### src/rtl/primitive_sequencer.sv
// Primitive sequencer: buffers SETVERTEX words between Start/EndPrimitive and streams them on Draw.
// Optional feature: define PRIM_REPLAY_EN to keep a drawn primitive for re-streaming on a later Draw.
module primitive_sequencer #(
  parameter int VTX_DEPTH = 16,
  parameter int VTX_WIDTH = 32,
  parameter int PTR_WIDTH = 4
) (
  input  logic                 CLK,
  input  logic                 RESET,
  input  logic                 StartPrimitive,
  input  logic [3:0]           PrimitiveType,
  input  logic                 VertexValid,
  input  logic [VTX_WIDTH-1:0] Vertex,
  input  logic                 EndPrimitive,
  input  logic                 Draw,
  output logic [VTX_WIDTH-1:0] OutVertex,
  output logic [3:0]           OutPrimType,
  output logic                 OutValid,
  output logic                 OutLast,
  input  logic                 OutReady,
  output logic                 Busy,
  output logic [PTR_WIDTH:0]   VtxCount,
  output logic                 ErrFlag
);

  localparam logic [PTR_WIDTH:0]   DEPTH_C  = (PTR_WIDTH+1)'(VTX_DEPTH);
  localparam logic [PTR_WIDTH:0]   ONE_C    = {{PTR_WIDTH{1'b0}}, 1'b1};
  localparam logic [PTR_WIDTH:0]   ZERO_C   = {(PTR_WIDTH+1){1'b0}};
  localparam logic [PTR_WIDTH-1:0] PZERO_C  = {PTR_WIDTH{1'b0}};
  localparam logic [PTR_WIDTH-1:0] PONE_C   = {{(PTR_WIDTH-1){1'b0}}, 1'b1};

  typedef enum logic [1:0] {
    IDLE    = 2'd0,
    COLLECT = 2'd1,
    CLOSED  = 2'd2,
    DRAWING = 2'd3
  } state_t;

  state_t                 state_r, state_next_s;
  logic [PTR_WIDTH:0]     count_r, count_next_s;
  logic [PTR_WIDTH-1:0]   rd_ptr_r, rd_ptr_next_s;
  logic [3:0]             type_r, type_next_s;
  logic                   err_r, err_next_s;
  logic [VTX_WIDTH-1:0]   buf_r [VTX_DEPTH];
  logic [VTX_WIDTH-1:0]   out_vertex_r;
  logic                   out_valid_r;
  logic                   out_last_r;

  logic                   wr_en_s;
  logic                   load_en_s;
  logic [PTR_WIDTH-1:0]   load_addr_s;
  logic                   load_last_s;
  logic [PTR_WIDTH-1:0]   next_ptr_s;
  logic                   any_cmd_s;

  assign any_cmd_s  = StartPrimitive | VertexValid | EndPrimitive | Draw;
  assign next_ptr_s = rd_ptr_r + PONE_C;

  // Next-state, buffer-write and output-load decisions
  always_comb begin
    state_next_s  = state_r;
    count_next_s  = count_r;
    rd_ptr_next_s = rd_ptr_r;
    type_next_s   = type_r;
    err_next_s    = err_r;
    wr_en_s       = 1'b0;
    load_en_s     = 1'b0;
    load_addr_s   = PZERO_C;
    load_last_s   = 1'b0;
    case (state_r)
      IDLE: begin
        if (StartPrimitive) begin
          type_next_s  = PrimitiveType;
          count_next_s = ZERO_C;
          state_next_s = COLLECT;
        end else begin
          state_next_s = IDLE;
        end
      end
      COLLECT: begin
        if (StartPrimitive) begin
          type_next_s  = PrimitiveType;
          count_next_s = ZERO_C;
        end else begin
          if (VertexValid) begin
            if (count_r < DEPTH_C) begin
              wr_en_s      = 1'b1;
              count_next_s = count_r + ONE_C;
            end else begin
              err_next_s = 1'b1;
            end
          end else begin
            wr_en_s = 1'b0;
          end
          if (EndPrimitive) begin
            state_next_s = CLOSED;
          end else begin
            state_next_s = COLLECT;
          end
          if (Draw) begin
            err_next_s = 1'b1;
          end else begin
            err_next_s = err_next_s;
          end
        end
      end
      CLOSED: begin
        if (VertexValid) begin
          err_next_s = 1'b1;
        end else begin
          err_next_s = err_r;
        end
        if (StartPrimitive) begin
          type_next_s  = PrimitiveType;
          count_next_s = ZERO_C;
          state_next_s = COLLECT;
        end else if (Draw) begin
          if (count_r != ZERO_C) begin
            rd_ptr_next_s = PZERO_C;
            state_next_s  = DRAWING;
            load_en_s     = 1'b1;
            load_addr_s   = PZERO_C;
            load_last_s   = (count_r == ONE_C);
          end else begin
            state_next_s = IDLE;
          end
        end else begin
          state_next_s = CLOSED;
        end
      end
      DRAWING: begin
        if (any_cmd_s) begin
          err_next_s = 1'b1;
        end else begin
          err_next_s = err_r;
        end
        if (OutReady) begin
          if (out_last_r) begin
`ifdef PRIM_REPLAY_EN
            state_next_s = CLOSED;
`else
            state_next_s = IDLE;
            count_next_s = ZERO_C;
`endif
          end else begin
            rd_ptr_next_s = next_ptr_s;
            load_en_s     = 1'b1;
            load_addr_s   = next_ptr_s;
            load_last_s   = (({1'b0, next_ptr_s} + ONE_C) == count_r);
          end
        end else begin
          state_next_s = DRAWING;
        end
      end
      default: begin
        state_next_s = IDLE;
        count_next_s = ZERO_C;
      end
    endcase
  end

  // Control state and registered stream outputs
  always_ff @(posedge CLK) begin
    if (RESET) begin
      state_r      <= IDLE;
      count_r      <= ZERO_C;
      rd_ptr_r     <= PZERO_C;
      type_r       <= 4'd0;
      err_r        <= 1'b0;
      out_valid_r  <= 1'b0;
      out_last_r   <= 1'b0;
      out_vertex_r <= {VTX_WIDTH{1'b0}};
    end else begin
      state_r     <= state_next_s;
      count_r     <= count_next_s;
      rd_ptr_r    <= rd_ptr_next_s;
      type_r      <= type_next_s;
      err_r       <= err_next_s;
      out_valid_r <= (state_next_s == DRAWING);
      if (load_en_s) begin
        out_vertex_r <= buf_r[load_addr_s];
        out_last_r   <= load_last_s;
      end else if (state_next_s != DRAWING) begin
        out_last_r <= 1'b0;
      end
    end
  end

  // Vertex storage; contents beyond count are don't-care, so no reset
  always_ff @(posedge CLK) begin
    if (!RESET && wr_en_s) begin
      buf_r[count_r[PTR_WIDTH-1:0]] <= Vertex;
    end
  end

  assign OutVertex   = out_vertex_r;
  assign OutPrimType = type_r;
  assign OutValid    = out_valid_r;
  assign OutLast     = out_last_r;
  assign Busy        = out_valid_r;
  assign VtxCount    = count_r;
  assign ErrFlag     = err_r;

endmodule

### config.mk
export PLATFORM = sky130hd
export DESIGN_NAME = primitive_sequencer
export DESIGN_NICKNAME = d
export VERILOG_FILES = /design/src/rtl/primitive_sequencer.sv
export SDC_FILE = /design/constraint.sdc
export NUM_CORES = 1
export LEC_CHECK = 0
export ABC_AREA = 1
export ABC_CLOCK_PERIOD_IN_PS = 8640
export CAP_MARGIN = 15
export CORE_UTILIZATION = 45
export CTS_CLUSTER_SIZE = 8
export DETAILED_ROUTE_END_ITERATION = 12
export SKIP_CTS_REPAIR_TIMING = 1
export SLEW_MARGIN = 10
export SYNTH_ARGS = -nofsm -noshare
export SYNTH_HDL_FRONTEND = slang
export SYNTH_SLANG_ARGS = --single-unit
### constraint.sdc
create_clock -name CLK -period 8.64 [get_ports CLK]
set_input_delay 1.728 -clock CLK [delete_from_list [all_inputs] [get_ports CLK]]
set_output_delay 1.728 -clock CLK [all_outputs]
set_load 0.01 [all_outputs]
==> parameters.txt <==
Parameter                              Value

Die
  Total die area ... 56500 um^2
  Io pins ... 88
  Floorplan row count ... between 80 and 90
  Die Span Y ... 238 um
  Total core area ... 54300 um^2
  Effective utilization at floorplan ... 46.0%
  Die boundary width ... about 240 um

Synthesis
  Post-synth ARST share ... 0%
  Synth Net Count ... ~2500
  Total of flip-flops plus latches after synthesis ... about 560
  Number of distinct library cells after synthesis ... 27
  Number of synthesized flops with an enable pin ... 512
  Most used DFF post-synth ... edfxtp_1
  Number of instances in the synthesized netlist ... 2469
  Number of warnings issued by yosys ... 0
  Area fraction of the dominant cell type after synthesis ... 61.6%
  Library cell with the largest summed area after synthesis ... edfxtp_1
  Commonest cells post-synth ... 512 x edfxtp_1, 440 x inv_1, 364 x nand3_1, 299 x nor2_1, 298 x nand2_1
  Syn Area/Cell ... roughly 10 um^2
  Part of the Yosys area used for sequential elements ... 65.6%
  Area of the mapped netlist ... 25000 um^2
  Top-count cell post-synth ... edfxtp_1
  Area contributors post-synth ... edfxtp_1 62%, nand3_1 7.3%, inv_1 6.6%

Setup path
  Worst path buffer plus inverter count ... 4
  Cell chain of the critical path ... buf_6 -> buf_4 -> buf_4 -> nand4_1 -> nand3_1 -> nand3_1 -> nand3_1 -> nand3_1 -> nand2_1 -> inv_1
  Capture instance of the worst register-to-register path ... OutVertex[21]
  Worst r2r src ... rd_ptr_r[0]
  Arrival @ worst endpoint ... ~4.9 ns
  Worst R2R Setup Slack ... 4.47 ns
  Worst-path maximum fanout ... 82
  Critical path's largest stage delay ... about 0.89 ns
  Depth of the most critical reg-to-reg path ... 11
  CP Data Required Time ... 9.13 ns
  Cell with the largest stage delay on the worst path ... buf_4
  Startpoint types ... primary input
  Most prevalent standard cell on the critical path ... nand3_1
  Type of destination of the critical path ... flip-flop
  WS Path Type ... in -> reg
  Cell type group with the largest total delay on the critical path ... buffers and inverters

Run status
  Outcome ... complete, no violations

Routing
  # DRC ... 0
  Starting DRC count in detailed routing ... 1842
  Vias after detailed routing ... 17837
  Average wire per cell in the routed design ... 20.4 um
  Via density ... approximately 5.4
  Router iterations before antenna repair ... 5
  Routed wire length ... 67.2 mm
  Number of routed nets with antenna violations ... 0

STA
  Worst slew margin relative to its limit ... 20.2%
  Unrepaired setup endpoints after global routing ... false
  Setup TNS Final ... 0 ns
  Setup skew after layout ... 0.0261 ns
  Worst slew pin tran ... 1.19 ns
  Post-layout worst setup margin ... 4.29 ns
  Fmax ... 230 MHz
  Count of final hold-check violations ... 0
  Hold slack final ... 0.506 ns
  Portion of the clock cycle consumed by the worst path in the final layout ... 50.4%
  Min Tclk post-route ... 4.35 ns
  Slew Viols, Final ... 0
  Final Setup Violations ... 0

Power and ir drop
  Sequential share of power ... around half
  Internal power consumption ... 4.79 mW
  Peak supply drop ... around 0.14 mV
  Combinational Power Share ... between 2 and 3%
  Net switching power ... 1.25 mW
  Leak Pwr ... 11.4 nW
  Share of total power consumed by net switching ... about a fifth
  Total power consumption of the routed design ... 6.03 mW
  Share of power burned in the clock network ... a little under half
  PD cells ... around 210 nW/um^2

Placed design
  Placer Congestion ... between 0.8 and 0.9
  Worst slack, placed ... 3.67 ns
  Post-DP HPWL ... 30.8 mm
  Number of buffers added on ports ... 87

GRT
  Global routing usage summed across all routing layers ... 24.1%
  Overflow after GRT ... 0
  Maximum number of pins on one net before global-route repair ... 214
  Number of antenna violations at the first check in global routing ... 1
  Vias in the first global route ... 17066
  Global-route wire length before repair ... 103 mm

Job
  Total of max-cap violations ... 0

Hold path
  Start point of the worst hold path ... rd_ptr_r[3]
  Min-Delay Path Depth ... 2
  Hold worst-path end ... rd_ptr_r[3]
  Path type of the worst min-delay path ... reg -> reg

Finish
  Layout fillers ... 4740
  Core utilization of the finished layout ... 52.8%
  Fraction of final layout cells with drive strength greater than 1 ... 5.78%
  Synthesis-to-finish area growth ... 14.9%
  Layout net count ... ~2600

Clocking
  Number of clock buffers inserted by TritonCTS ... 80
  CTS Sinks ... 562
  Clock Tree Root ... clkbuf_16
  Clock slew at reported path FFs ... 0.05 ns
  Clock tree buffer depth ... 3
  Clk_lat worst skew ... around 0.6 ns
  Deepest level of the CTS H-tree ... 3
  Clock tree from TritonCTS ... built
power by group through the flow:
stage	combinational, mW	clock [mW]	sequential, mW
2_1_floorplan	0.0634	0	3.04
3_3_place_gp	0.150	0	3.04
3_5_place_dp	0.151	0	3.04
4_1_cts	0.152	2.93	2.98
5_1_grt	0.166	3.06	2.98
6_report	0.153	2.89	2.98
worst max path at each step:
stage / start / end / slack (ns) / depth (start not counted)
CTS: RESET / buf_r[12][2] / 4.30 / 5
global route: RESET / buf_r[13][4] / 4.05 / 5
global placement: RESET / buf_r[12][0] / 3.63 / 5
floorplan: RESET / buf_r[0][0] / 4.31 / 4
finish: OutReady / OutVertex[15] / 4.29 / 10
detailed placement: RESET / buf_r[12][29] / 3.67 / 5
stage by stage:
step / cell area (um^2) / std cells
global route: 28700 / 3302
finish: 28700 / 3302
detailed placement: 26400 / 3160
CTS: 28700 / 3301
floorplan: 25000 / 2469
global placement: 26400 / 3160
sequential cells by signal, indices dropped and copies added (netlist names):
signal / count
Busy: 1
ErrFlag: 1
OutLast: 1
OutPrimType: 4
OutVertex: 32
VtxCount: 5
buf_r: 512
rd_ptr_r: 4
state_r: 2
cell type report:
class	count	area, um^2	area share, %
clock inverters	4	38.8	0.135
flip-flops and latches	562	16400	57.1
multi-input cells	1297	6290	21.9
well taps	739	925	3.22
repair buffers	120	1130	3.95
inverters	442	1660	5.80
diodes	1	2.50	0.00872
clock buffers	137	2270	7.91
worst reg2reg max path, cell delays in order, from the launching register on:
cell and delay, ns:
dfxtp_1 0.45, nor2_4 0.19, buf_4 0.74, buf_4 0.96, buf_4 0.88, nand4_1 0.21, nand3_1 0.14, nand3_1 0.12
nand3_1 0.13, nand3_1 0.11, nand2_1 0.11, inv_1 0.04
per-layer routing:
| layer | routed length, um | GRT usage [%] |
|---|---|---|
| met5 | 0 | 0 |
| met2 | 31200 | 38.7 |
| met3 | 4580 | 3.89 |
| met4 | 1410 | 6.73 |
| met1 | 30000 | 34.0 |
placed cells by master (no fill, tap or decap), drive strengths merged, types with 2 or more instances in the layout:
| master | synthesis | final |
|---|---|---|
| clkinv | 0 | 2 |
| and3 | 2 | 2 |
| a21oi | 12 | 12 |
| clkbuf | 41 | 137 |
| buf | 127 | 34 |
| ha | 6 | 6 |
| nand4 | 226 | 226 |
| inv | 442 | 444 |
| xor2 | 4 | 4 |
| nor2 | 301 | 301 |
| dfxtp | 50 | 50 |
| clkdlybuf4s50 | 0 | 86 |
| nand2 | 298 | 298 |
| edfxtp | 512 | 512 |
| o21ai | 75 | 75 |
| nand3 | 367 | 367 |
cells by family after synthesis:
logic type	share of synthesized area, %
flip-flops	65.6
buffers and inverters	9.92
XOR/XNOR	0.175
adder cells (fa/ha/maj)	0.301
AND/OR/NAND/NOR	22.2
AO/OA/AOI/OAI	1.84
Note: power is estimated with default switching activity, not from simulation.
